### config.mk
export PLATFORM = sky130hd
export DESIGN_NAME = ads127l01_fsync_rx
export DESIGN_NICKNAME = d
export VERILOG_FILES = /design/src/rtl/ads127l01_fsync_rx.sv
export SDC_FILE = /design/constraint.sdc
export NUM_CORES = 1
export LEC_CHECK = 0
export ABC_CLOCK_PERIOD_IN_PS = 4200
export BUFFER_PORTS_ARGS = -buffer_cell sky130_fd_sc_hd__buf_2
export CORE_ASPECT_RATIO = 0.7
export CORE_MARGIN = 2
export CORE_UTILIZATION = 45
export DETAILED_ROUTE_END_ITERATION = 10
export SLEW_MARGIN = 10
export SYNTH_ARGS = -nofsm -noshare
export SYNTH_HDL_FRONTEND = slang
export SYNTH_SLANG_ARGS = --single-unit
### constraint.sdc
create_clock -name clk -period 4.2 [get_ports clk]
set_clock_uncertainty 0.2 [all_clocks]
set_input_delay 0.63 -clock clk [delete_from_list [all_inputs] [get_ports clk]]
set_output_delay 0.63 -clock clk [all_outputs]
set_load 0.005 [all_outputs]
### src/rtl/ads127l01_fsync_rx.sv
// ADS127L01 frame-sync master-mode receiver.
// Oversamples sck/dout/fsync in the clk domain and rebuilds DW-bit MSB-first
// samples. Each sample is presented on a valid/ready output register, with a
// frame_err pulse for aborted frames and a sticky overrun flag for dropped words.
module ads127l01_fsync_rx #(
  parameter int DW          = 24,
  parameter int SYNC_STAGES = 2
) (
  input  logic          clk,
  input  logic          rst_n,
  input  logic          en,
  input  logic          sck,
  input  logic          dout,
  input  logic          fsync,
  output logic [DW-1:0] out_data,
  output logic          out_valid,
  input  logic          out_ready,
  output logic          frame_err,
  output logic          overrun
);

  localparam int CW = $clog2(DW + 1);
  // fsync must still be high while fewer than this many bits are shifted
  localparam int MIN_FSYNC_BITS = 15;

  typedef enum logic [1:0] {IDLE, SHIFT, DONE} state_t;

  logic [SYNC_STAGES-1:0] sck_sync_q, sck_sync_d;
  logic [SYNC_STAGES-1:0] dout_sync_q, dout_sync_d;
  logic [SYNC_STAGES-1:0] fsync_sync_q, fsync_sync_d;
  logic                   sck_hist_q, sck_hist_d;
  logic                   fsync_last_q, fsync_last_d;
  state_t                 state_q, state_d;
  logic [DW-1:0]          shift_q, shift_d;
  logic [CW-1:0]          bit_cnt_q, bit_cnt_d;
  logic                   load_req_q, load_req_d;
  logic [DW-1:0]          out_data_q, out_data_d;
  logic                   out_valid_q, out_valid_d;
  logic                   frame_err_q, frame_err_d;
  logic                   overrun_q, overrun_d;

  logic sck_s, dout_s, fsync_s;
  logic sck_rise, frame_start;

  assign sck_s       = sck_sync_q[SYNC_STAGES-1];
  assign dout_s      = dout_sync_q[SYNC_STAGES-1];
  assign fsync_s     = fsync_sync_q[SYNC_STAGES-1];
  assign sck_rise    = sck_s & ~sck_hist_q;
  // A frame begins on the first sck rise that sees fsync go high
  assign frame_start = sck_rise & fsync_s & ~fsync_last_q;

  // Next-state logic for synchronizers, capture FSM and output register
  always_comb begin
    sck_sync_d   = {sck_sync_q[SYNC_STAGES-2:0], sck};
    dout_sync_d  = {dout_sync_q[SYNC_STAGES-2:0], dout};
    fsync_sync_d = {fsync_sync_q[SYNC_STAGES-2:0], fsync};
    sck_hist_d   = sck_s;
    fsync_last_d = sck_rise ? fsync_s : fsync_last_q;
    state_d      = state_q;
    shift_d      = shift_q;
    bit_cnt_d    = bit_cnt_q;
    load_req_d   = 1'b0;
    out_data_d   = out_data_q;
    out_valid_d  = out_valid_q;
    frame_err_d  = 1'b0;
    overrun_d    = overrun_q;

    if (!en) begin
      state_d   = IDLE;
      shift_d   = '0;
      bit_cnt_d = '0;
    end else begin
      case (state_q)
        IDLE: begin
          if (frame_start) begin
            shift_d   = {{(DW-1){1'b0}}, dout_s};
            bit_cnt_d = CW'(1);
            state_d   = SHIFT;
          end
        end
        SHIFT: begin
          if (frame_start) begin
            // Unexpected new frame: abort and restart on its first bit
            frame_err_d = 1'b1;
            shift_d     = {{(DW-1){1'b0}}, dout_s};
            bit_cnt_d   = CW'(1);
          end else if (sck_rise && !fsync_s && (int'(bit_cnt_q) < MIN_FSYNC_BITS)) begin
            frame_err_d = 1'b1;
            shift_d     = '0;
            bit_cnt_d   = '0;
            state_d     = IDLE;
          end else if (sck_rise) begin
            shift_d = {shift_q[DW-2:0], dout_s};
            if (bit_cnt_q == CW'(DW - 1)) begin
              bit_cnt_d  = '0;
              load_req_d = 1'b1;
              state_d    = DONE;
            end else begin
              bit_cnt_d = bit_cnt_q + CW'(1);
            end
          end
        end
        DONE: begin
          // Skip padding bits until the fsync-high window has ended
          if (!fsync_last_q) state_d = IDLE;
        end
        default: state_d = IDLE;
      endcase
    end

    if (load_req_q) begin
      if (!out_valid_q || out_ready) begin
        out_data_d  = shift_q;
        out_valid_d = 1'b1;
      end else begin
        overrun_d = 1'b1;
      end
    end else if (out_valid_q && out_ready) begin
      out_valid_d = 1'b0;
    end

    if (!en) overrun_d = 1'b0;
  end

  // All state registers, asynchronously reset
  always_ff @(posedge clk or negedge rst_n) begin
    if (!rst_n) begin
      sck_sync_q   <= '0;
      dout_sync_q  <= '0;
      fsync_sync_q <= '0;
      sck_hist_q   <= 1'b0;
      fsync_last_q <= 1'b0;
      state_q      <= IDLE;
      shift_q      <= '0;
      bit_cnt_q    <= '0;
      load_req_q   <= 1'b0;
      out_data_q   <= '0;
      out_valid_q  <= 1'b0;
      frame_err_q  <= 1'b0;
      overrun_q    <= 1'b0;
    end else begin
      sck_sync_q   <= sck_sync_d;
      dout_sync_q  <= dout_sync_d;
      fsync_sync_q <= fsync_sync_d;
      sck_hist_q   <= sck_hist_d;
      fsync_last_q <= fsync_last_d;
      state_q      <= state_d;
      shift_q      <= shift_d;
      bit_cnt_q    <= bit_cnt_d;
      load_req_q   <= load_req_d;
      out_data_q   <= out_data_d;
      out_valid_q  <= out_valid_d;
      frame_err_q  <= frame_err_d;
      overrun_q    <= overrun_d;
    end
  end

  assign out_data  = out_data_q;
  assign out_valid = out_valid_q;
  assign frame_err = frame_err_q;
  assign overrun   = overrun_q;

endmodule
==> impl_results.rst <==
.. list-table::
   :header-rows: 1

   * - Metric
     - Value
   * - Peak supply drop
     - 0.000209 V
   * - Setup Viol. Count Final
     - 0
   * - Overall track demand over capacity in global routing
     - 16.2%
   * - Initial core utilization
     - between 40% and 50%
   * - Synthesized Nets
     - around 190
   * - Total of fill cells in the finished design
     - 486
   * - Global-route congestion overflow total
     - 0
   * - Power per standard cell area
     - around 420 mW/mm²
   * - Total Neg Setup Slack
     - 0 ns
   * - Tcrit/Tclk final
     - 49.7%
   * - Worst reg2reg startpoint
     - out_valid
   * - Height of the die
     - 68.5 µm
   * - Wire length reported by the detailed router
     - 4720 µm
   * - Met3 wire len
     - 320 µm
   * - Port-buffer cells
     - 33
   * - Wire length of the first global-routing pass
     - 7810 µm
   * - Top cell types by occurrence after synthesis
     - sky130_fd_sc_hd__dfrtp_1 (67), sky130_fd_sc_hd__mux2_2 (24), sky130_fd_sc_hd__a22o_1 (23)
   * - Num CTS Buffers
     - 9
   * - Count of final max-slew check failures
     - 0
   * - Met2 WL post-DR
     - about 2100 µm
   * - Yosys top cell area share
     - 62.7%
   * - Htree depth
     - 3
   * - Setup Crit Path Kind
     - in -> reg
   * - Area share of fa/ha/maj cells after synthesis
     - less than 1%
   * - Proportion of layout cells with a drive suffix above 1
     - between 30% and 40%
   * - Largest cells by area after synthesis
     - sky130_fd_sc_hd__dfrtp_1 (63%), sky130_fd_sc_hd__mux2_2 (10%), sky130_fd_sc_hd__a22o_1 (7.5%)
   * - Clock net sink count
     - 67
   * - Fraction of the mapped netlist area in compound gates
     - 12.9%
   * - Number of enable flip-flop cells after synthesis
     - 0
   * - Multiplexer fraction of the synthesized cell area
     - 10.5%
   * - Xor and xnor fraction of the mapped netlist area
     - 0%
   * - Req. time, crit path
     - 4.22 ns
   * - Core area
     - 0.00573 mm²
   * - Via count of the first global-routing pass
     - 1571
   * - RD Place Congestion
     - ~0.82
   * - Clk pin slew, worst setup/hold paths
     - 0.07 ns
   * - Number of optimization iterations in the first detailed-route pass
     - 4
   * - DP Wirelength
     - 3060 µm
   * - Top metal layer carrying routed signals
     - met4
   * - Number of inserted diodes
     - 0
   * - Reg-to-reg slack, setup
     - between 2 and 2.5 ns
   * - Clock Path Buffers
     - 2
   * - Slew of the pin with the lowest slew margin
     - 1.07 ns
   * - Count leader, synth
     - sky130_fd_sc_hd__dfrtp_1
   * - Die Span X
     - 96.1 µm
   * - Count of instances resized after the clock tree is built
     - 0
   * - CP Capture Type
     - register
   * - Summed instance area of the synthesized netlist
     - 0.00267 mm²
   * - End of the critical path
     - out_data[14]
   * - Max-slew headroom
     - between 20% and 30%
   * - Leakage component of the power
     - approximately 0.0016 µW
   * - Count of antenna-violating nets left after detailed routing
     - 0
   * - Yosys synthesis warning count
     - 0
   * - Capture point of the worst reg-to-reg path
     - out_data[14]
   * - Top FF cell, synth
     - sky130_fd_sc_hd__dfrtp_1
   * - Largest family of logic cells by synthesized area
     - compound AO/OA/AOI/OAI gates
   * - CTS tree
     - yes
   * - Post-DR vias/cell
     - 5.42
   * - Total of hold buffers inserted after clock tree synthesis
     - 0
   * - Metal-1 WL
     - 2270 µm
   * - Clock tree root driver cell
     - sky130_fd_sc_hd__clkbuf_8
   * - Setup fix buffers added after clock tree synthesis
     - 0
   * - Ys async rst share
     - 100%
   * - Number of antenna violations at the first check in global routing
     - 0
   * - Clk Latency, worst-skew pair
     - 0.33 ns
   * - FP Rows
     - 23
   * - Number of synthesized register bits
     - 67
   * - Leading area contributor after synthesis
     - sky130_fd_sc_hd__dfrtp_1
   * - Critical path arrival
     - 2.10 ns
   * - IO Pins
     - 34
   * - Post-layout net count
     - 225
   * - Hold Path Class
     - reg -> reg
   * - Synth Area per Inst
     - 14.8 µm²
   * - Maximum number of pins on one net before global-route repair
     - 49
   * - Total number of vias
     - 1609
   * - Critical-path maximum fanout
     - 25
   * - Post-layout min period
     - ~2.1 ns
   * - Total power draw
     - 1280 µW
   * - Critical Path Source
     - out_ready
   * - Synthesized netlist cell count
     - between 150 and 200
   * - Number of hold violations in the final report
     - 0
   * - CP Launch Type
     - primary input
   * - Number of cell instances on the worst register-to-register path
     - 3
   * - Iteration-0 DRC count of the detailed router
     - 151
   * - Share of synthesized cell area in and, or, nand and nor gates
     - 8.70%
   * - Die Footprint
     - 0.00658 mm²
   * - Synth unique cells
     - 43
   * - Area growth, synth to finish
     - 13.8%
   * - Fraction of the yosys area taken by sequential cells
     - a little over three fifths
   * - Outcome
     - complete, no violations
   * - Remaining routing DRC violations
     - 0
   * - RSZ-0062 raised after global routing
     - no
   * - Number of maximum-capacitance constraint violations
     - 0
   * - Post-DR wirelength/cell
     - 15.9 µm
   * - Maximum frequency from static timing analysis
     - 0.479 GHz
-- layout by cell type, fill, tap and decap left out, types with 2 or more instances in the layout --
cell type	count
sky130_fd_sc_hd__dfrtp_1	67
sky130_fd_sc_hd__a22o_1	23
sky130_fd_sc_hd__a32o_1	2
sky130_fd_sc_hd__nand2_1	5
sky130_fd_sc_hd__nand2b_1	3
sky130_fd_sc_hd__bufinv_16	2
sky130_fd_sc_hd__clkinv_4	2
sky130_fd_sc_hd__nand3_1	3
sky130_fd_sc_hd__nor2_1	5
sky130_fd_sc_hd__buf_2	33
sky130_fd_sc_hd__nand4_1	2
sky130_fd_sc_hd__clkinv_2	3
sky130_fd_sc_hd__inv_1	3
sky130_fd_sc_hd__clkbuf_8	9
sky130_fd_sc_hd__o21ai_0	4
sky130_fd_sc_hd__mux2_2	24
sky130_fd_sc_hd__a21oi_1	3
-- per-stage QoR --
step                      setup slack [ns]  std cells  utilization [%]  hold WS [ns]  cell area [µm²]
after floorplan                       2.34        181                -         0.131             2670
after global routing                  2.02        297             53.1         0.166             3040
after global placement                1.83        281             49.3         0.135             2830
final                                 2.11        297             53.1         0.152             3040
after CTS                             2.11        297             53.1         0.153             3040
after detailed placement              1.74        281             49.3         0.136             2830
-- worst max-delay path, stage by stage --
cell                       delay, ns
sky130_fd_sc_hd__buf_2          0.09
sky130_fd_sc_hd__nand2b_1       0.16
sky130_fd_sc_hd__nand2_1        0.79
sky130_fd_sc_hd__mux2_2         0.42
-- kinds of logic after synthesis --
logic type | count (synthesis)
multiplexers | 25
adder cells (fa/ha/maj) | 1
AND/OR/NAND/NOR | 33
buffers and inverters | 12
AO/OA/AOI/OAI | 43
flip-flops | 67
-- power by group --
group          total [µW]  internal, µW  switching, µW
clock                 577           333            245
combinational        40.7          12.0           28.7
sequential            657           651           5.91
-- routing by layer --
layer	vias to the layer above	global-route usage [%]
met1	819	22.2
met2	51	23.4
met4	0	5.36
met5	-	0
met3	2	6.85
li1	737	-
-- sequential cells by signal (all words and copies together), names as in the netlist, 2 cells and up --
signal,count
bit_cnt_q,5
dout_sync_q,2
fsync_sync_q,2
out_data,24
sck_sync_q,2
shift_q,24
state_q,2
-- worst min-delay path by stage --
stage               slack [ns]  cells past startpoint            from              to
global placement          0.13                      0   sck_sync_q[0]   sck_sync_q[1]
global route              0.17                      0  dout_sync_q[0]  dout_sync_q[1]
detailed placement        0.14                      0   sck_sync_q[0]   sck_sync_q[1]
CTS                       0.15                      0   sck_sync_q[0]   sck_sync_q[1]
finish                    0.15                      0   sck_sync_q[0]   sck_sync_q[1]
floorplan                 0.13                      0           rst_n    bit_cnt_q[0]
-- cell type report --
type	count	area [µm²]	share of cell area, %
Clock inverter	7	92.6	3.04
Multi-Input combinational cell	102	871	28.6
Tap cell	75	93.8	3.09
Sequential cell	67	1680	55.1
Inverter	3	11.3	0.370
Clock buffer	9	124	4.07
Timing Repair Buffer	34	173	5.68
(Power assumes the default switching activity.)
